==> src/rtl/direction_queue_ctrl.sv <==
// Snake direction controller: decodes button pulses into a small turn FIFO drained by game_tick.
// Optional pause state is built in when DIR_PAUSE_EN is defined.
module direction_queue_ctrl #(
    parameter int         QUEUE_DEPTH = 2,
    parameter logic [1:0] INIT_DIR    = 2'b01
) (
    input  logic       clock_25,
    input  logic       reset,
    input  logic       btn_up,
    input  logic       btn_right,
    input  logic       btn_down,
    input  logic       btn_left,
    input  logic       game_tick,
    input  logic       clear,
`ifdef DIR_PAUSE_EN
    input  logic       btn_pause,
`endif
    output logic [1:0] direction,
    output logic       dir_changed,
    output logic [2:0] pending,
    output logic       running
);

    localparam logic [1:0] S_WAIT_START = 2'd0;
    localparam logic [1:0] S_RUN        = 2'd1;
`ifdef DIR_PAUSE_EN
    localparam logic [1:0] S_PAUSE      = 2'd2;
`endif
    localparam logic [1:0] LAST_IDX = 2'(QUEUE_DEPTH - 1);
    localparam logic [2:0] FULL_CNT = 3'(QUEUE_DEPTH);

    logic [1:0] r_state;
    logic [1:0] r_fifo [0:3];
    logic [1:0] r_rd_ptr;
    logic [1:0] r_wr_ptr;
    logic [1:0] r_direction;
    logic [2:0] r_pending;
    logic       r_dir_changed;
    logic       r_running;

    logic       w_valid;
    logic [1:0] w_press_dir;
    logic [1:0] w_tail_idx;
    logic [1:0] w_ref_dir;
    logic       w_accept;
    logic       w_pause;
    logic       w_in_run;
    logic       w_start;
    logic       w_pop;
    logic       w_push;
    logic [1:0] w_state_nxt;

    function automatic logic [1:0] f_inc(input logic [1:0] p);
        return (p == LAST_IDX) ? 2'd0 : p + 2'd1;
    endfunction

    always_comb begin
        w_valid     = 1'b1;
        w_press_dir = 2'b00;
        case ({btn_up, btn_right, btn_down, btn_left})
            4'b1000: w_press_dir = 2'b00;
            4'b0100: w_press_dir = 2'b01;
            4'b0010: w_press_dir = 2'b10;
            4'b0001: w_press_dir = 2'b11;
            default: w_valid     = 1'b0;
        endcase
    end

`ifdef DIR_PAUSE_EN
    assign w_pause = btn_pause;
`else
    assign w_pause = 1'b0;
`endif

    // New presses are validated against the last queued turn, not the committed direction
    assign w_tail_idx = (r_wr_ptr == 2'd0) ? LAST_IDX : r_wr_ptr - 2'd1;
    assign w_ref_dir  = (r_pending != 3'd0) ? r_fifo[w_tail_idx] : r_direction;
    assign w_accept   = w_valid && (w_press_dir != w_ref_dir)
                        && (w_press_dir != (w_ref_dir ^ 2'b10));

    // A pause toggle owns its cycle: ticks and presses alongside it are ignored
    assign w_in_run = (r_state == S_RUN) && !w_pause;
    assign w_start  = (r_state == S_WAIT_START) && w_valid
                      && (w_press_dir != (INIT_DIR ^ 2'b10));
    assign w_pop    = w_in_run && game_tick && (r_pending != 3'd0);
    assign w_push   = w_in_run && w_accept && ((r_pending != FULL_CNT) || game_tick);

    always_comb begin
        w_state_nxt = r_state;
        case (r_state)
            S_WAIT_START: if (w_start) w_state_nxt = S_RUN;
`ifdef DIR_PAUSE_EN
            S_RUN:        if (w_pause) w_state_nxt = S_PAUSE;
            S_PAUSE:      if (w_pause) w_state_nxt = S_RUN;
`else
            S_RUN:        w_state_nxt = S_RUN;
`endif
            default:      w_state_nxt = S_WAIT_START;
        endcase
        if (clear) w_state_nxt = S_WAIT_START;
    end

    always_ff @(posedge clock_25 or posedge reset) begin
        if (reset) begin
            r_state       <= S_WAIT_START;
            r_direction   <= INIT_DIR;
            r_pending     <= 3'd0;
            r_dir_changed <= 1'b0;
            r_running     <= 1'b0;
            r_rd_ptr      <= 2'd0;
            r_wr_ptr      <= 2'd0;
            for (int i = 0; i < 4; i++) r_fifo[i] <= INIT_DIR;
        end else begin
            r_state       <= w_state_nxt;
            r_running     <= (w_state_nxt == S_RUN);
            r_dir_changed <= 1'b0;
            if (clear) begin
                r_direction <= INIT_DIR;
                r_pending   <= 3'd0;
                r_rd_ptr    <= 2'd0;
                r_wr_ptr    <= 2'd0;
            end else begin
                if (w_start) begin
                    r_direction   <= w_press_dir;
                    r_dir_changed <= (w_press_dir != r_direction);
                end
                if (w_pop) begin
                    r_direction   <= r_fifo[r_rd_ptr];
                    r_dir_changed <= (r_fifo[r_rd_ptr] != r_direction);
                    r_rd_ptr      <= f_inc(r_rd_ptr);
                end
                if (w_push) begin
                    r_fifo[r_wr_ptr] <= w_press_dir;
                    r_wr_ptr         <= f_inc(r_wr_ptr);
                end
                r_pending <= r_pending + {2'b00, w_push} - {2'b00, w_pop};
            end
        end
    end

    assign direction   = r_direction;
    assign dir_changed = r_dir_changed;
    assign pending     = r_pending;
    assign running     = r_running;

endmodule
==> config.mk <==
export PLATFORM = sky130hd
export DESIGN_NAME = direction_queue_ctrl
export DESIGN_NICKNAME = d
export VERILOG_FILES = /design/src/rtl/direction_queue_ctrl.sv
export SDC_FILE = /design/constraint.sdc
export NUM_CORES = 1
export LEC_CHECK = 0
export ABC_AREA = 0
export BUFFER_PORTS_ARGS = -buffer_cell sky130_fd_sc_hd__buf_4
export CAP_MARGIN = 20
export CORE_UTILIZATION = 55
export CTS_BUF_LIST = sky130_fd_sc_hd__clkbuf_8
export CTS_CLUSTER_SIZE = 20
export DETAILED_ROUTE_END_ITERATION = 6
export GPL_TIMING_DRIVEN = 0
export PLACE_DENSITY = 0.76
export SYNTH_ARGS = -nofsm -noshare
export SYNTH_HDL_FRONTEND = slang
export SYNTH_SLANG_ARGS = --single-unit
==> constraint.sdc <==
create_clock -name clock_25 -period 7.8 [get_ports clock_25]
set_input_delay 1.56 -clock clock_25 [delete_from_list [all_inputs] [get_ports clock_25]]
set_output_delay 1.56 -clock clock_25 [all_outputs]
set_load 0.005 [all_outputs]
==> impl_metrics.csv, run 1 <==
group,metric,value,unit
status,outcome,"finished clean",
synthesis,synth_cells,103,
cts,clk_pin_slew_worst_paths,0.08,ns
layout,layout.nets,133,
power_and_ir_drop,max-vdd-ir-drop,109,µV
global_route,grt_overflow,0,
synthesis,ys_seq_area_frac,0.441,
sta,unrepaired_setup_endpoints_after_global_routing,"false",
power_and_ir_drop,p_per_area,147,mW/mm²
detailed_routing,drt_iter0_drc,15,
hold_path,hold_path_class,"register to register",
die,vert_die_dim,48.8,µm
placed_design,postPlaceCellArea,0.00134,mm²
detailed_routing,drt_wl_total,2.12,mm
sta,report.final.slew_viol_count,0,
synthesis,ys_ff_latch,21,
critical_path,critical_path_s_most_frequent_cell,"inv_1",
synthesis,cell_taking_the_most_area_after_synthesis,"dfrtp_1",
cts,tritoncts.num_buffers,3,
layout,final_cell_area,0.00139,mm²
synthesis,netlist-cell-type-count,32,
placed_design,gp_routability_congestion,0.747,
flow_run,cap_violations,0,
synthesis,ys_top_cells_by_area,"dfrtp_1, dfstp_2, mux2_1",
critical_path,crit_path_max_fanout,7,
critical_path,critical_path_class,"primary input to register",
cts,clk_path_buf_depth,2,
sta,period_share,0.497,
layout,layout.filler_cells,167,
global_route,antenna_found_initial,0,
critical_path,critical_path.cell_chain,"buf_4 -> xnor2_1 -> nor3_2 -> o31a_2 -> and3_4 -> inv_1 -> ha_1 -> inv_1 -> ha_1 -> inv_1 -> fa_1 -> xor2_1 -> xnor2_1 -> nor2_1",
critical_path,cp.buffers_inverters,4,
sta,timing.setup.tns,0,ns
power_and_ir_drop,cellLeakagePower,0.619,nW
sta,min_period,3.88,ns
detailed_routing,route.detailed.vias_per_inst,5.57,
detailed_routing,drtAntennaViolNets,0,
placed_design,numPortBuffers,14,
synthesis,postSynthNetCount,114,
layout,syn2layout_area_growth,15.4,%
sta,fmaxAchievable,0.258,GHz
cts,cts_root_buffer,"clkbuf_8",
detailed_routing,wire_per_inst,14.3,µm
layout,multiInputGateArea,647,µm²
layout,mostFrequentLayoutCells,"dfrtp_1, buf_4, xnor2_1, mux2_1, nor2_1",
die,chipWidth,48.8,µm
die,rows,16,
synthesis,netlist_area,0.00120,mm²
die,floorplan.core_area,0.00200,mm²
die,boundaryPins,15,
cts,cts.repair_timing.setup_buffer_count,0,
detailed_routing,drt-pass1-iter-count,3,
global_route,global_route.usage.total,0.211,
cts,post_cts_hold_buffer_count,0,
critical_path,cp.required,7.93,ns
synthesis,avgSynthCellArea,11.7,µm²
layout,layout_commonest_cell,"dfrtp_1",
placed_design,dpl_ws,3.65,ns
synthesis,proportion_of_netlist_area_held_by_the_largest_area_contributor,0.332,
placed_design,place_hpwl,1.58,mm
layout,sequential_cell_area_in_the_final_layout,532,µm²
cts,cts.repair.resized,0,
global_route,first_global_vias,847,
sta,setup_ws,3.92,ns
cts,cts_tree,"yes",
cts,clock_latency,0.26,ns
detailed_routing,vias,824,
synthesis,synth.yosys.warnings,0,
sta,clock-skew-final,0.00323,ns
layout,diodes,0,
die,initial_cell_density_of_the_core,0.602,
global_route,grt_pass1_wl,3.81,mm
cts,numClockSinks,21,
global_route,largest_net_degree_at_the_start_of_global_routing,22,
cts,htree_levels,1,
detailed_routing,post-route-drc-count,0,
die,die-area,0.00238,mm²
critical_path,cp_data_arrival_time,4.01,ns
critical_path,worstSetupStartpointType,"primary input",
sta,timing_worst_slew_pin_value,0.805,ns
sta,hold_violations,0,
layout,drive_gt1_frac,0.314,
critical_path,cpPeakStageDelay,0.37,ns
sta,slew_margin_rel,0.463,
critical_path,endpoint_kind,"register",
critical_path,cp_slowest_cell,"nor3_2",
sta,worst_hold_slack,0.500,ns
sta,setup-violations-final,0,
critical_path,family_of_cells_with_the_greatest_summed_delay_on_the_critical_path,"adder cells",
-- kinds of logic (layout without fill, tap and decap cells) --
kind of cell	after synthesis	count (layout)	synth area share
multiplexers	14	14	0.150
AO/OA/AOI/OAI	14	14	0.0800
adder cells (fa/ha/maj)	3	3	0.0374
XOR/XNOR	10	10	0.0727
AND/OR/NAND/NOR	33	33	0.194
other	1	1	0.00311
buffers and inverters	7	25	0.0218
flip-flops	21	21	0.441
-- per-layer routing --
metal	part of all wire	global-route usage	vias to the layer above	routed length (µm)
li1	-	-	407	-
met1	0.48	0.285	401	1010
met2	0.49	0.350	12	1030
met3	0.026	0.0280	4	55
met4	0.0099	0.0735	0	21
met5	0	0	-	0
-- registers in the layout (all words and copies together) (netlist names) --
| register | cells |
|---|---|
| r_wr_ptr | 2 |
| r_rd_ptr | 2 |
| r_state | 2 |
| pending | 3 |
| direction | 2 |
| r_fifo | 8 |
| running | 1 |
| dir_changed | 1 |
-- worst paths after layout --
path,from,cells after the start,end,slack [ns]
min in group asynchronous,reset,2,r_state[0]$_DFF_PP0_,1.45
hold reg to reg,r_fifo[3]$_DFFE_PP0P_,1,r_fifo[3]$_DFFE_PP0P_,0.50
hold / removal,r_fifo[3]$_DFFE_PP0P_,1,r_fifo[3]$_DFFE_PP0P_,0.50
setup reg to reg,pending[1]$_DFF_PP0_,13,pending[2]$_DFF_PP0_,4.89
max in group asynchronous,reset,2,r_wr_ptr[1]$_DFFE_PP0P_,5.85
setup / recovery,btn_down,14,pending[2]$_DFF_PP0_,3.92
-- metrics by stage --
stage | power (mW) | util | std cells
floorplan | 0.126 | - | 103
global placement | 0.133 | 0.671 | 144
detailed placement | 0.134 | 0.671 | 144
CTS | 0.205 | 0.694 | 148
global route | 0.211 | 0.694 | 148
finish | 0.204 | 0.694 | 148
-- final cells by class --
type | instances | area share
Multi-Input combinational cell | 75 | 0.465
Tap cell | 27 | 0.0243
Clock inverter | 1 | 0.00360
Sequential cell | 21 | 0.383
Clock buffer | 3 | 0.0297
Buffer | 1 | 0.00270
Inverter | 6 | 0.0162
Timing Repair Buffer | 14 | 0.0756
-- cells in the mapped netlist --
cell type / count
nor3_1: 5
nor3_2: 2
mux4_2: 2
xor2_1: 2
or3_4: 1
fa_1: 1
inv_1: 6
clkbuf_1: 1
conb_1: 1
mux2i_1: 3
o21ba_2: 1
mux2_4: 1
nor2b_1: 3
mux2_1: 8
o21ai_2: 1
nor4b_1: 3
o21ai_0: 1
or2_2: 1
and3_4: 1
o211ai_1: 1
nand2b_1: 2
a211oi_1: 4
dfstp_2: 5
xnor2_1: 8
nand3b_1: 1
ha_1: 2
and2_1: 3
dfrtp_1: 16
a21oi_1: 5
nand4_2: 4
nor2_1: 7
o31a_2: 1
-- where the power goes --
part / switching [mW] / internal (mW) / total (mW)
clock: 0.0363 / 0.0356 / 0.0718
combinational: 0.0114 / 0.00868 / 0.0201
sequential: 0.00136 / 0.111 / 0.112
total: 0.0490 / 0.155 / 0.204
Power figures use the tool's default switching activity.
==> inputs of run 2 (changes only) <==
--- a/config.mk
+++ b/config.mk
@@ -5,7 +5,7 @@
 export SDC_FILE = /design/constraint.sdc
 export NUM_CORES = 1
 export LEC_CHECK = 0
-export ABC_AREA = 0
+export ABC_AREA = 1
 export BUFFER_PORTS_ARGS = -buffer_cell sky130_fd_sc_hd__buf_4
 export CAP_MARGIN = 20
 export CORE_UTILIZATION = 55
==> constraint.sdc (replaced) <==
create_clock -name clock_25 -period 3.9 [get_ports clock_25]
set_input_delay 0.78 -clock clock_25 [delete_from_list [all_inputs] [get_ports clock_25]]
set_output_delay 0.78 -clock clock_25 [all_outputs]
set_load 0.005 [all_outputs]
==> run 2 against run 1 <==
Global-route usage increased by 3.3 points. First-iteration DRC count increased by 110%. Count of clock-buffer cells in the layout unchanged. Final area increased by 4.9%. Total power increased by 110%. Clock skew decreased by 0.00084 ns. Utilization decreased by 2.9 points. Hold slack got worse by 0.030 ns. Synthesized cell count increased by 70%. Routed wire length increased by 24%. Via count increased by 46%.
==> impl_metrics.csv, run 2 <==
group,metric,value,unit
global_route,grt_pass1_wl,4.64,mm
die,vert_die_dim,50.2,µm
sta,slew_margin_rel,0.492,
detailed_routing,drt-pass1-iter-count,7,
layout,diodes,0,
synthesis,ys_ff_latch,21,
synthesis,netlist-cell-type-count,26,
placed_design,gp_routability_congestion,0.833,
power_and_ir_drop,cellLeakagePower,0.741,nW
sta,min_period,2.61,ns
cts,cts.repair.resized,0,
sta,unrepaired_setup_endpoints_after_global_routing,"false",
layout,drive_gt1_frac,0.177,
layout,layout.filler_cells,185,
critical_path,crit_path_max_fanout,8,
die,die-area,0.00252,mm²
cts,post_cts_hold_buffer_count,0,
critical_path,endpoint_kind,"register",
sta,setup_ws,1.29,ns
critical_path,worstSetupStartpointType,"primary input",
critical_path,cp_slowest_cell,"fa_1",
sta,setup-violations-final,0,
cts,numClockSinks,21,
detailed_routing,drtAntennaViolNets,0,
detailed_routing,drt_wl_total,2.63,mm
layout,layout.nets,204,
synthesis,netlist_area,0.00128,mm²
detailed_routing,vias,1200,
detailed_routing,route.detailed.vias_per_inst,5.45,
critical_path,cp_data_arrival_time,2.76,ns
die,floorplan.core_area,0.00219,mm²
cts,tritoncts.num_buffers,3,
status,outcome,"finished clean",
detailed_routing,wire_per_inst,12.0,µm
sta,fmaxAchievable,0.383,GHz
cts,clock_latency,0.26,ns
placed_design,place_hpwl,2.05,mm
synthesis,synth.yosys.warnings,0,
global_route,global_route.usage.total,0.244,
layout,final_core_util,0.665,
sta,timing_worst_slew_pin_value,0.762,ns
detailed_routing,drt_iter0_drc,32,
sta,report.final.slew_viol_count,0,
cts,cts_root_buffer,"clkbuf_8",
sta,hold_violations,0,
global_route,grt_overflow,0,
layout,largest_register_ffs,8,
cts,clk_path_buf_depth,2,
hold_path,hold_path_class,"register to register",
die,rows,17,
synthesis,synth_cells,175,
synthesis,synthMostInstantiatedCell,"nand2_1",
critical_path,critical_path_class,"primary input to register",
detailed_routing,post-route-drc-count,0,
synthesis,proportion_of_netlist_area_held_by_the_largest_area_contributor,0.313,
sta,period_share,0.669,
synthesis,synth-edff-count,0,
synthesis,ys_top_cells_by_area,"dfrtp_1, nand2_1, dfstp_2",
synthesis,avgSynthCellArea,7.31,µm²
cts,clk_pin_slew_worst_paths,0.08,ns
flow_run,cap_violations,0,
sta,clock-skew-final,0.00239,ns
layout,layout_commonest_cell,"nand2_1",
placed_design,dpl_ws,1.01,ns
global_route,largest_net_degree_at_the_start_of_global_routing,22,
critical_path,cp.required,4.05,ns
synthesis,cell_taking_the_most_area_after_synthesis,"dfrtp_1",
cts,cts.repair_timing.setup_buffer_count,0,
die,initial_cell_density_of_the_core,0.584,
sta,timing.setup.tns,0,ns
power_and_ir_drop,max-vdd-ir-drop,208,µV
critical_path,critical_path.cell_chain,"buf_4 -> nor2_2 -> inv_2 -> o21ai_2 -> nand2_1 -> nand3_4 -> ha_1 -> inv_1 -> ha_1 -> inv_1 -> fa_1 -> o21ai_0 -> a21oi_1",
synthesis,postSynthNetCount,186,
synthesis,ys_seq_area_frac,0.416,
layout,mostFrequentLayoutCells,"nand2_1, inv_1, nand3_1",
global_route,antenna_found_initial,0,
synthesis,synth_commonest_cells,"nand2_1, inv_1, nand3_1",
die,chipWidth,50.2,µm
critical_path,cpPeakStageDelay,0.36,ns
power_and_ir_drop,p_per_area,295,mW/mm²
layout,syn2layout_area_growth,14.0,%
die,boundaryPins,15,
synthesis,ys.flop_type,"dfrtp_1",
placed_design,numPortBuffers,13,
cts,cts_tree,"yes",
global_route,first_global_vias,1150,
synthesis,synth-async-reset-ratio,1.00,
layout,top_register,"r_fifo",
cts,htree_levels,1,
==> run 2: critical path: cells and delay by family <==
| family | cells | cell delay [ns] |
|---|---|---|
| buf+inv | 4 | 0.31 |
| fa+ha+maj | 3 | 0.73 |
| simple gates | 3 | 0.41 |
| compound gates | 3 | 0.55 |
==> run 2: power breakdown <==
group	switching (mW)	total [mW]	leakage, nW	internal, mW
combinational	0.0359	0.0569	0.445	0.0209
sequential	0.00506	0.230	0.270	0.225
clock	0.0713	0.143	0.0255	0.0712
total	0.112	0.429	0.741	0.317
==> run 2: area by class of cell <==
class	count	area, µm²	share of cell area
Sequential cell	21	532	0.365
Clock inverter	1	5.00	0.00343
Clock buffer	3	41.3	0.0283
Multi-Input combinational cell	126	639	0.439
Tap cell	28	35.0	0.0240
Inverter	26	97.6	0.0670
Timing Repair Buffer	13	97.6	0.0670
Buffer	2	10.0	0.00687
==> run 2: path summary, 6_finish.rpt <==
check,cells after the start,start,slack [ns],end
max,13,btn_left,1.29,pending[2]$_DFF_PP0_
min,2,r_fifo[0]$_DFFE_PP1P_,0.47,r_fifo[0]$_DFFE_PP1P_
max reg2reg,13,pending[1]$_DFF_PP0_,1.53,pending[2]$_DFF_PP0_
min reg2reg,2,r_fifo[0]$_DFFE_PP1P_,0.47,r_fifo[0]$_DFFE_PP1P_
max in group asynchronous,2,reset,2.77,running$_DFF_PP0_
min in group asynchronous,2,reset,0.65,dir_changed$_DFF_PP0_
==> run 2: logic make-up (layout without fill, tap and decap cells) <==
group,Yosys count,in the layout,share of synthesized area
compound gates,21,21,0.0871
xor+xnor,3,3,0.0206
fa+ha+maj,3,3,0.0352
buf+inv,28,45,0.0841
flops,21,21,0.416
other cells,1,1,0.00293
simple gates,98,98,0.354
==> run 2: layer usage <==
layer / track usage / share of wire
met5: 0 / 0
met1: 0.299 / 0.44
met4: 0.124 / 0.024
met3: 0.0394 / 0.048
met2: 0.411 / 0.48
==> run 2: metrics by stage <==
step / std cells / instance area [µm²] / total power, mW / hold WS [ns]
5_1_grt: 220 / 1460 / 0.449 / 0.507
2_1_floorplan: 175 / 1280 / 0.270 / 0.442
3_5_place_dp: 216 / 1410 / 0.291 / 0.457
3_3_place_gp: 216 / 1410 / 0.289 / 0.458
6_report: 220 / 1460 / 0.429 / 0.471
4_1_cts: 220 / 1460 / 0.435 / 0.471
